$ cat src/rtl/cpu_pkg.sv
// Shared widths, opcode encodings, instruction field positions and fetch states
// for the 16-bit RISC CPU.
package cpu_pkg;

    localparam int PC_W    = 8;
    localparam int INSTR_W = 16;

    localparam logic [3:0] OP_NOP = 4'b0000;
    localparam logic [3:0] OP_ADD = 4'b0001;
    localparam logic [3:0] OP_SUB = 4'b0010;
    localparam logic [3:0] OP_LDI = 4'b1001;
    localparam logic [3:0] OP_ST  = 4'b1011;
    localparam logic [3:0] OP_JMP = 4'b1100;
    localparam logic [3:0] OP_JZ  = 4'b1101;
    localparam logic [3:0] OP_HLT = 4'b1110;

    // Field positions: opcode = instr[15:12], imm = instr[7:0]
    localparam int OPC_MSB = 15;
    localparam int OPC_LSB = 12;
    localparam int IMM_MSB = 7;
    localparam int IMM_LSB = 0;

    typedef enum logic {
        RUN    = 1'b0,
        HALTED = 1'b1
    } fetch_state_t;

endpackage

$ cat src/rtl/fetch_predecode.sv
// Combinational predecode of the fetched word: spots JMP/HLT and picks the
// following program counter.
module fetch_predecode
    import cpu_pkg::*;
(
    input  logic [INSTR_W-1:0] instr,
    input  logic [PC_W-1:0]    pc,
    output logic               is_jmp,
    output logic               is_hlt,
    output logic [PC_W-1:0]    next_pc
);

    logic [3:0]      opcode;
    logic [PC_W-1:0] imm;
    logic            unused_fields;

    assign opcode        = instr[OPC_MSB:OPC_LSB];
    assign imm           = instr[IMM_MSB:IMM_LSB];
    assign unused_fields = ^instr[OPC_LSB-1:IMM_MSB+1];

    assign is_jmp = (opcode == OP_JMP);
    assign is_hlt = (opcode == OP_HLT);

    // HLT parks the pc on itself; JZ is left to execute and falls through here
    always_comb begin
        next_pc = pc + PC_W'(1);
        if (is_hlt) begin
            next_pc = pc;
        end else if (is_jmp) begin
            next_pc = imm;
        end
    end

endmodule

$ cat src/rtl/fetch_unit.sv
// Instruction fetch stage: owns the pc, captures ROM words into the
// instruction register and hands them to decode over a valid/ready handshake.
module fetch_unit
    import cpu_pkg::*;
(
    input  logic                clk,
    input  logic                rst,
    output logic [15:0]         imem_addr,
    input  logic [INSTR_W-1:0]  imem_instr,
    output logic [INSTR_W-1:0]  ir,
    output logic [PC_W-1:0]     ir_pc,
    output logic                ir_valid,
    input  logic                id_ready,
    input  logic                redirect_valid,
    input  logic [PC_W-1:0]     redirect_target,
    output logic                halted,
    output logic [15:0]         fetch_count
);

    fetch_state_t    state;
    logic [PC_W-1:0] pc;
    logic [PC_W-1:0] next_pc;
    logic            is_jmp;
    logic            is_hlt;
    logic            advance;
    logic            accepted;

    fetch_predecode u_predecode (
        .instr   (imem_instr),
        .pc      (pc),
        .is_jmp  (is_jmp),
        .is_hlt  (is_hlt),
        .next_pc (next_pc)
    );

    assign imem_addr = {{(16-PC_W){1'b0}}, pc};
    assign halted    = (state == HALTED);
    assign advance   = !ir_valid || id_ready;
    assign accepted  = ir_valid && id_ready && !redirect_valid;

    // Redirect outranks both stall and halt; reset outranks redirect
    always_ff @(posedge clk) begin
        if (rst) begin
            state       <= RUN;
            pc          <= '0;
            ir          <= '0;
            ir_pc       <= '0;
            ir_valid    <= 1'b0;
            fetch_count <= '0;
        end else begin
            if (accepted && fetch_count != 16'hFFFF) begin
                fetch_count <= fetch_count + 16'd1;
            end
            if (redirect_valid) begin
                pc       <= redirect_target;
                ir_valid <= 1'b0;
                state    <= RUN;
            end else begin
                case (state)
                    RUN: begin
                        if (advance) begin
                            ir       <= imem_instr;
                            ir_pc    <= pc;
                            ir_valid <= 1'b1;
                            pc       <= next_pc;
                            if (is_hlt) begin
                                state <= HALTED;
                            end
                        end
                    end
                    HALTED: begin
                        if (id_ready) begin
                            ir_valid <= 1'b0;
                        end
                    end
                    default: state <= RUN;
                endcase
            end
        end
    end

    logic unused_jmp;
    assign unused_jmp = is_jmp;

endmodule
$ cat config.mk
export PLATFORM = sky130hd
export DESIGN_NAME = fetch_unit
export DESIGN_NICKNAME = d
export VERILOG_FILES = /design/src/rtl/cpu_pkg.sv /design/src/rtl/fetch_predecode.sv /design/src/rtl/fetch_unit.sv
export SDC_FILE = /design/constraint.sdc
export NUM_CORES = 1
export LEC_CHECK = 0
export ABC_AREA = 0
export BUFFER_PORTS_ARGS = -buffer_cell sky130_fd_sc_hd__buf_2
export CAP_MARGIN = 15
export CORE_MARGIN = 3
export CORE_UTILIZATION = 35
export DETAILED_ROUTE_END_ITERATION = 12
export PLACE_DENSITY_LB_ADDON = 0.08
export SLEW_MARGIN = 15
export SYNTH_ARGS = -nofsm -noshare
export SYNTH_HDL_FRONTEND = slang
export SYNTH_SLANG_ARGS = --single-unit
$ cat constraint.sdc
create_clock -name clk -period 3.4 [get_ports clk]
set_input_delay 0.85 -clock clk [delete_from_list [all_inputs] [get_ports clk]]
set_output_delay 0.85 -clock clk [all_outputs]
set_load 0.01 [all_outputs]
Yosys cells after proc, flatten, opt, wreduce, memory -nomap -nowiden
Index checks and enable logic that the tools add are counted. Widths: inputs -> output; s select.

Flip-flop bits (word level): 50. Word-level logic and storage cells: 39. Input port bits: 28.

Add/sub/neg operators: 2. Multiplexer cells: 11. Reduce and logical (&&, ||, !) cells: 11. Bitwise gates (word level): 2. Eq/ne operators: 7.

Operators by type and width (count): $mux 8 (5); $add 16x1->16 const B (1); $ne 16x16->1 const B (1); $add 8x1->8 const B (1); $eq 4x4->1 const B (2); $ne 2x2->1 const B (4); $reduce_and 3->1 (2); $mux 1 (5); $logic_and 1x1->1 (3); $logic_not 1->1 (2); $not 1->1 (2); $pmux 1 s2 (1); $reduce_and 2->1 (1); $reduce_bool 2->1 (1); $reduce_or 2->1 (1); $logic_or 1x1->1 (1).

Longest topological paths before layout
Gate-level depths: netlist of the first run.

Depth in word-level cells: 6. Mapped depth: 6.

Cells and area by module
Synthesis of the first run repeated with hierarchy kept, for this count alone.

Cell total of the unflattened synthesis: 268. Area, all modules: 2501.1 um^2.

Modules (own cells, without submodules): fetch_unit (cells an instance 221, seq. area each 1001.0 um^2, area an instance 2149.6 um^2, instances 1); fetch_predecode (cells an instance 47, seq. area each 0.0 um^2, area an instance 351.6 um^2, instances 1).

Worst setup path after synthesis of the first run
OpenSTA, ideal clock, no wires.

Path type: in2reg. From: input redirect_valid. To: register fetch_count[13]. Stages on the path: 4. Arrival time: 2.078 ns. Path slack: 1.201 ns. Cells stage by stage: nand3b_1 or4_4 nor3_1 mux2_2.

Cells in the longest elaborated chain, start to end: 3.

Ends and longest elaborated chain: start, declared (line fetch_unit.sv:14) `input logic redirect_valid,`; $logic_not 1->1 (line fetch_unit.sv:39) `assign accepted = ir_valid && id_ready && !redirect_valid;`; $logic_and 1x1->1 (line fetch_unit.sv:39); $logic_and 1x1->1 (line fetch_unit.sv:51) `if (accepted && fetch_count != 16'hFFFF) begin`; end signal, assigned (line fetch_unit.sv:52) `fetch_count <= fetch_count + 16'd1;`; end, declared (line fetch_unit.sv:17) `output logic [15:0] fetch_count`.

Every way passes these cells. A chain may end at the register's enable or synchronous reset.

Worst setup path after layout of the first run
Ends and elaborated chain as after synthesis.

==> summary.txt, run 1 <==
Status
  – Outcome: finished, final reports clean

Floorplanning
  – Core area: 6530 µm²
  – Row cnt: 29
  – Die area: 7970 µm²
  – Die X-Extent: 89.3 µm
  – Initial core utilization: 37.2%
  – Chip Height: 89.3 µm
  – IO Pins: 86

Route
  – Drt wl/cell: 14.6 µm
  – DR vias/cell: 5.36
  – WL final: 6.58 mm
  – 1st-iter DRT viols: 136
  – Drt first pass iters: 4
  – DRC: 0
  – Number of nets with antenna violations after detailed routing: 0
  – Vias: 2424

GRT
  – First-pass GRT wire length: 10.6 mm
  – Initial antenna violation count: 0
  – Vias in the first global route: 2102
  – Gr usage total: 17.0%
  – Pin count of the biggest net entering global routing: 56
  – Grt total ovfl: 0

Setup path
  – Critical path required time: 3.60 ns
  – Crit Path Class: in2reg
  – Setup slack, reg-to-reg: 1.49 ns
  – Crit path max fanout: 23
  – Reg-to-reg critical path endpoint: fetch_count[13]
  – CP startpoint kind: input pin
  – Setup crit end kind: flop
  – Reg2reg start: fetch_count[2]
  – CP arrival: 2.47 ns
  – Reg2Reg Depth: 4

Job
  – Max-Cap Viols: 0

Clock tree
  – Htree depth: 2
  – CTS buffer count: 5
  – CTS Hold Buffers Added: 0
  – Worst-path clk slew: 0.09 ns
  – Clock sinks: 50
  – Post-CTS setup repair buffer count: 0
  – Clock buffer depth: 2
  – Resized Gates After CTS: 0
  – Root Driver: clkbuf_8
  – Worst skew pair latency: 0.31 ns
  – CTS tree: built

Power
  – Worst VDD drop: 0.165 mV
  – PwrDens: 387 nW/µm²
  – Pleak: 1.24 nW

Yosys
  – Flops & latches, synth: 50
  – Post-synth top cells: nand2_1, dfxtp_1, a21oi_1
  – Post-synth EDFFs: 0
  – Ys flop type: dfxtp_1
  – Syn Inst Count: 304
  – Synth Warn #: 0
  – Register area share after synthesis: 41.2%
  – Synth top area share: 41.2%
  – Most frequent cell after synthesis: nand2_1
  – Syn Area/Cell: 7.99 µm²
  – Post-synth ARST share: 0%
  – Area contributors post-synth: dfxtp_1, nand2_1, a21oi_1
  – Synth area leader: dfxtp_1
  – Post-synthesis cell area: 2430 µm²
  – Yosys cell types: 51

Placement
  – Pre-CTS WS: 0.808 ns
  – Port-buffer cells: 77
  – GPL Wtd Cong: 0.790
  – Detailed Place HPWL: 4.61 mm

Timing
  – Min Clock Period, post-route: 2.27 ns
  – Period utilisation layout: 66.8%
  – Clock Skew: 0.0109 ns
  – Fmax: 440 MHz
  – Total Neg Setup Slack: 0 ns
  – RSZ-0062 raised after global routing: false
  – Final Max Slew Viols: 0
  – Fin worst setup slack: 1.13 ns
  – Hold Violations, Final: 0
  – Worst rel slew slack: 31.1%
  – Least-Margin Pin Slew: 1.03 ns
  – Final Setup Violations: 0

Min path
  – Worst hold start: ir[10]
  – Worst hold path depth: 2
  – HP Class: reg2reg
  – Worst hold endpoint: ir[10]

Final layout
  – Final net count: 404
  – Final Util: 45.0%
  – Share of cells above drive strength 1: 26.1%
  – Area delta synth->final: 21.0%
  – ANT cells: 0
[how the worst max path moves through the flow]
| stage | startpoint | end | slack [ns] |
|---|---|---|---|
| 2_1_floorplan | redirect_valid | fetch_count[13] | 1.20 |
| 3_3_place_gp | redirect_valid | fetch_count[13] | 0.85 |
| 5_1_grt | redirect_valid | fetch_count[15] | 0.97 |
| 6_report | redirect_valid | fetch_count[13] | 1.13 |
| 4_1_cts | redirect_valid | fetch_count[13] | 1.12 |
| 3_5_place_dp | redirect_valid | fetch_count[13] | 0.81 |
[through the flow]
| step | hold WS (ns) | instances | total power, mW | instance area [µm²] |
|---|---|---|---|---|
| 3_3_place_gp | 0.439 | 444 | 0.801 | 2850 |
| 2_1_floorplan | 0.481 | 311 | 0.740 | 2450 |
| 3_5_place_dp | 0.444 | 444 | 0.802 | 2850 |
| 4_1_cts | 0.459 | 452 | 1.16 | 2940 |
| 5_1_grt | 0.479 | 452 | 1.20 | 2940 |
| 6_report | 0.455 | 452 | 1.14 | 2940 |
[power breakdown]
| group | internal (mW) | switching [mW] | total (mW) | leakage, nW |
|---|---|---|---|---|
| clock network | 0.145 | 0.207 | 0.352 | 0.0441 |
| logic | 0.0622 | 0.0926 | 0.155 | 0.787 |
| registers | 0.610 | 0.0218 | 0.632 | 0.408 |
[kinds of logic after synthesis]
| group | count (synthesis) | share of synthesized area, % |
|---|---|---|
| simple gates | 133 | 29.1 |
| compound gates | 78 | 19.9 |
| flops | 50 | 41.2 |
| buf+inv | 36 | 6.90 |
| fa+ha+maj | 2 | 1.03 |
| xor+xnor | 2 | 0.721 |
| mux | 2 | 0.927 |
| other cells | 1 | 0.154 |
[layer usage]
| layer | vias to the layer above | GRT usage (%) | routed length [µm] |
|---|---|---|---|
| li1 | 1230 | - | - |
| met1 | 1105 | 25.3 | 3290 |
| met2 | 83 | 24.6 | 2800 |
| met3 | 6 | 3.87 | 418 |
| met4 | 0 | 4.60 | 65 |
| met5 | - | 0 | 0 |
[sequential cells by signal, indices dropped and copies added, names as in the netlist]
name / count
halted: 1
fetch_count: 16
ir_valid: 1
ir: 16
pc: 8
ir_pc: 8
[layout by cell type (no fill, tap or decap), types with 2 or more instances in the layout]
master / count
a21oi_1: 39
a31oi_1: 2
and3_1: 4
and4_1: 6
buf_2: 77
buf_4: 5
clkbuf_8: 5
conb_1: 8
dfxtp_1: 50
ha_1: 2
inv_1: 10
mux2_2: 2
nand2_1: 60
nand3_1: 9
nand4_1: 3
nor2_1: 6
nor2b_1: 5
nor3_1: 9
nor3_2: 2
nor4_1: 5
o211ai_1: 3
o21ai_0: 7
o22ai_1: 3
o31a_1: 3
o31ai_1: 9
o32ai_1: 2
or3_1: 7
or4_1: 7
[cell type report]
cell class	instances	area, µm²
clock buffer	5	68.8
clock inverter	3	21.3
fill	689	3590
inverter	10	37.5
multi-input combinational	225	1290
sequential	50	1000
tap	77	96.3
timing repair buffer	82	423
[worst max-delay path, cell delays in order]
cell,delay [ns]
buf_2,0.22
nand3b_1,0.28
or4_4,0.54
nor3_1,0.21
mux2_2,0.35
No activity file was read; power rests on OpenSTA's default activity.
==> run 2, diff against run 1 <==
- clock period: 3.4 -> 2.2 ns (I/O delays scaled with it)
==> run 2 against run 1 <==
Final cell count rose by 1.5%; critical path depth fell by 1; non-clock buffer count rose by 7; register-to-register slack got worse by 1.2 ns; clock-buffer cell count rose by 2; wire length fell by 0.74%; largest cell class unchanged; highest routed layer unchanged.
==> summary.txt, run 2 (synthesis results as in run 1) <==
Route
  – Drt wl/cell: 14.2 µm
  – Number of nets with antenna violations after detailed routing: 0
  – Vias: 2441
  – WL final: 6.53 mm
  – DR vias/cell: 5.32
  – Drt first pass iters: 4
  – 1st-iter DRT viols: 118
  – DRC: 0

Floorplanning
  – Row cnt: 29
  – Core area: 6530 µm²
  – Chip Height: 89.3 µm
  – Die X-Extent: 89.3 µm
  – Die area: 7970 µm²
  – Initial core utilization: 37.2%
  – IO Pins: 86

GRT
  – Grt total ovfl: 0
  – Pin count of the biggest net entering global routing: 25
  – Initial antenna violation count: 0
  – Gr usage total: 16.7%
  – First-pass GRT wire length: 10.6 mm
  – Vias in the first global route: 2138

Timing
  – Final Setup Violations: 0
  – Total Neg Setup Slack: 0 ns
  – Hold Violations, Final: 0
  – RSZ-0062 raised after global routing: false
  – Period utilisation layout: 86.8%
  – Fin worst setup slack: 0.291 ns
  – Min Clock Period, post-route: 1.91 ns
  – Final Max Slew Viols: 0
  – Clock Skew: 0.00992 ns
  – Fmax: 524 MHz

Setup path
  – CP startpoint kind: flop
  – Critical path required time: 2.38 ns
  – Setup crit end kind: flop
  – Crit Path Class: reg2reg
  – CP arrival: 2.09 ns
  – Crit path max fanout: 8

Placement
  – Post-DP Area: 2900 µm²
  – Port-buffer cells: 77
  – Detailed Place HPWL: 4.88 mm
  – Pre-CTS WS: 0.132 ns
  – GPL Wtd Cong: 0.774

Clock tree
  – Resized Gates After CTS: 0
  – Worst skew pair latency: 0.30 ns
  – CTS tree: built
  – CTS Hold Buffers Added: 0
  – Htree depth: 2
  – Worst-path clk slew: 0.08 ns
  – Post-CTS setup repair buffer count: 0
  – Clock sinks: 50
  – Clock buffer depth: 2
  – Root Driver: clkbuf_8
  – CTS buffer count: 5

Power
  – Worst VDD drop: 0.212 mV
  – PwrDens: 592 nW/µm²
  – Pleak: 1.28 nW

Job
  – Max-Cap Viols: 0

Final layout
  – Area delta synth->final: 23.2%
  – Final net count: 411
  – Finished Cell Area: 2990 µm²
  – Top flop regs: fetch_count: 16 flops, ir: 16 flops
  – ANT cells: 0
  – Share of cells above drive strength 1: 27.2%
  – Most common cell after layout, fill and taps aside: buf_2
  – Commonest non-fill, non-tap cells in the layout: buf_2, nand2_1, dfxtp_1

Status
  – Outcome: finished, final reports clean

Min path
  – HP Class: reg2reg
==> run 2: cell types whose count changed in the layout (fill, tap and decap cells not counted), sizes merged <==
cell,previous run,this run
buf,82,89
clkbuf,5,7
clkinv,2,1
clkinvlp,1,0
==> run 2: routing by layer <==
metal	GRT usage, %	share of wire [%]	vias to the layer above
met5	0	0	-
met4	3.92	0.84	0
met3	3.78	6.7	6
met2	24.8	43	67
met1	24.4	50	1126
li1	-	-	1242
==> run 2: per-stage QoR <==
| stage | utilization [%] | std cells | power [mW] | hold slack, ns |
|---|---|---|---|---|
| finish | 45.8 | 459 | 1.77 | 0.454 |
| global route | 45.8 | 459 | 1.86 | 0.470 |
| CTS | 45.8 | 459 | 1.80 | 0.456 |
| detailed placement | 44.4 | 451 | 1.25 | 0.443 |
| global placement | 44.4 | 451 | 1.25 | 0.439 |
| floorplan | - | 311 | 1.14 | 0.481 |
==> run 2: cell type report <==
cell class | count | area [µm²]
Clock buffer | 7 | 86.3
Multi-Input combinational cell | 225 | 1290
Fill cell | 688 | 3540
Sequential cell | 50 | 1000
Inverter | 10 | 37.5
Tap cell | 77 | 96.3
Timing Repair Buffer | 89 | 475
Clock inverter | 1 | 5.00
==> run 2: power breakdown <==
group,switching [mW],internal [mW]
sequential,0.0331,0.943
combinational,0.145,0.104
clock,0.294,0.254
total,0.472,1.30
==> run 2: critical path: stages (launching register included) <==
cell     delay, ns
dfxtp_1       0.46
nand4_1       0.20
or4_4         0.59
nor3_1        0.21
mux2_2        0.35
==> run 2: path summary, 6_finish.rpt <==
kind	startpoint	slack (ns)	depth (start not counted)	to
min	ir[10]	0.45	2	ir[10]
min reg2reg	ir[10]	0.45	2	ir[10]
max	fetch_count[6]	0.29	4	fetch_count[13]
max reg2reg	fetch_count[6]	0.29	4	fetch_count[13]
==> run 3, diff against run 2 <==
- CORE_UTILIZATION: 35 -> 49
- GPL_TIMING_DRIVEN: default -> 0
- PLACE_DENSITY: default -> 0.75
- PLACE_DENSITY_LB_ADDON: 0.08 -> default
==> run 3 against run 2 <==
Via count grew 2.9%; clock-buffer cell count shrank 1; wire length shrank 1.2%; final cell count up 0.22%; largest cell class unchanged; core utilization rose by 20 points; hold slack about the same.
==> summary.txt, run 3 (synthesis results as in run 1) <==
GRT
  – Pin count of the biggest net entering global routing: 16
  – Gr usage total: 22.9%
  – First-pass GRT wire length: 11.2 mm
  – Grt total ovfl: 0
  – Initial antenna violation count: 0
  – Vias in the first global route: 2377

Power
  – PwrDens: 586 nW/µm²
  – Pleak: 1.28 nW
  – Worst VDD drop: 0.380 mV

Setup path
  – Reg2Reg Depth: 5
  – Crit Path Class: in2reg
  – CP arrival: 2.24 ns
  – Reg2reg start: fetch_count[11]
  – Setup crit end kind: flop
  – Crit path max fanout: 10
  – Setup slack, reg-to-reg: 0.22 ns
  – Critical path required time: 2.43 ns
  – CP startpoint kind: input pin
  – End of the critical path: ir[8]
  – Crit path launch: redirect_valid
  – Reg-to-reg critical path endpoint: fetch_count[9]

Clock tree
  – Resized Gates After CTS: 0
  – Clock sinks: 50
  – Worst-path clk slew: 0.09 ns
  – Worst skew pair latency: 0.30 ns
  – Root Driver: clkbuf_8
  – CTS tree: built
  – Htree depth: 2
  – Clock buffer depth: 2
  – CTS buffer count: 5
  – CTS Hold Buffers Added: 0
  – Post-CTS setup repair buffer count: 0

Min path
  – HP Class: reg2reg

Route
  – Vias: 2513
  – DR vias/cell: 5.46
  – Number of nets with antenna violations after detailed routing: 0
  – DRC: 0
  – WL final: 6.45 mm
  – Drt first pass iters: 4
  – 1st-iter DRT viols: 123
  – Drt wl/cell: 14.0 µm

Floorplanning
  – IO Pins: 86
  – Initial core utilization: 53.2%
  – Die X-Extent: 76.4 µm
  – Core area: 4560 µm²
  – Row cnt: 24
  – Chip Height: 76.4 µm
  – Die area: 5840 µm²

Final layout
  – Final Util: 65.8%
  – Share of cells above drive strength 1: 25.3%
  – Top flop regs: fetch_count: 16 flops, ir: 16 flops
  – Finished Cell Area: 3000 µm²
  – Final net count: 424
  – Commonest non-fill, non-tap cells in the layout: buf_2, nand2_1, dfxtp_1
  – Filler instances: 434
  – ANT cells: 0
  – Most common cell after layout, fill and taps aside: buf_2
  – Area delta synth->final: 23.6%

Job
  – Max-Cap Viols: 0

Timing
  – Clock Skew: 0.00846 ns
  – Worst rel slew slack: 46.5%
  – Fmax: 499 MHz
  – Final Max Slew Viols: 0
  – Final Setup Violations: 0
  – RSZ-0062 raised after global routing: false
  – Least-Margin Pin Slew: 0.797 ns
  – Hold Violations, Final: 0
  – Min Clock Period, post-route: 2.00 ns
  – Period utilisation layout: 91.0%

Placement
  – Post-DP Area: 2920 µm²
  – Port-buffer cells: 76
  – GPL Wtd Cong: 0.866
  – Detailed Place HPWL: 4.86 mm

Status
  – Outcome: finished, final reports clean
## run 3: power breakdown
part / switching (mW) / internal, mW / total [mW]
sequential: 0.0323 / 0.943 / 0.975
combinational: 0.148 / 0.106 / 0.254
clock: 0.305 / 0.225 / 0.530
## run 3: layout make-up
| type | count | area, µm² | share of cell area (%) |
|---|---|---|---|
| clock inverters | 2 | 13.8 | 0.458 |
| repair buffers | 76 | 380 | 12.7 |
| well taps | 65 | 81.3 | 2.71 |
| flip-flops and latches | 50 | 1000 | 33.3 |
| plain buffers | 26 | 130 | 4.33 |
| clock buffers | 6 | 72.6 | 2.42 |
| inverters | 10 | 37.5 | 1.25 |
| multi-input cells | 225 | 1290 | 42.8 |
## run 3: how the worst min path moves through the flow
stage	startpoint	slack (ns)	cells past startpoint	endpoint
floorplan	ir[0]	0.48	2	ir[0]
global placement	ir[10]	0.44	2	ir[10]
CTS	ir[7]	0.46	2	ir[7]
detailed placement	ir[7]	0.44	2	ir[7]
finish	ir[13]	0.45	2	ir[13]
global route	imem_instr[8]	0.47	3	ir[8]
## run 3: worst max-delay path, stage by stage
cell	delay, ns
buf_2	0.12
clkbuf_1	0.22
nor3_1	0.71
clkbuf_1	0.40
nand2_1	0.10
a21oi_1	0.13
## run 3: through the flow
step           std cells  setup slack (ns)  setup TNS, ns  hold slack (ns)  total power [mW]
5_1_grt              460            0.0436              0            0.471              1.85
3_5_place_dp         452            -0.101          -1.60            0.444              1.25
2_1_floorplan        311             0.301              0            0.481              1.14
6_report             460             0.198              0            0.454              1.76
3_3_place_gp         452           -0.0706         -0.945            0.439              1.25
4_1_cts              460             0.221              0            0.457              1.77
## run 3: per-layer routing
metal / part of all wire, % / global-route usage, % / vias up
met5: 0 / 0 / -
met4: 1.3 / 7.61 / 0
met3: 6.5 / 5.91 / 9
met2: 44 / 36.6 / 80
met1: 48 / 30.0 / 1161
li1: - / - / 1263
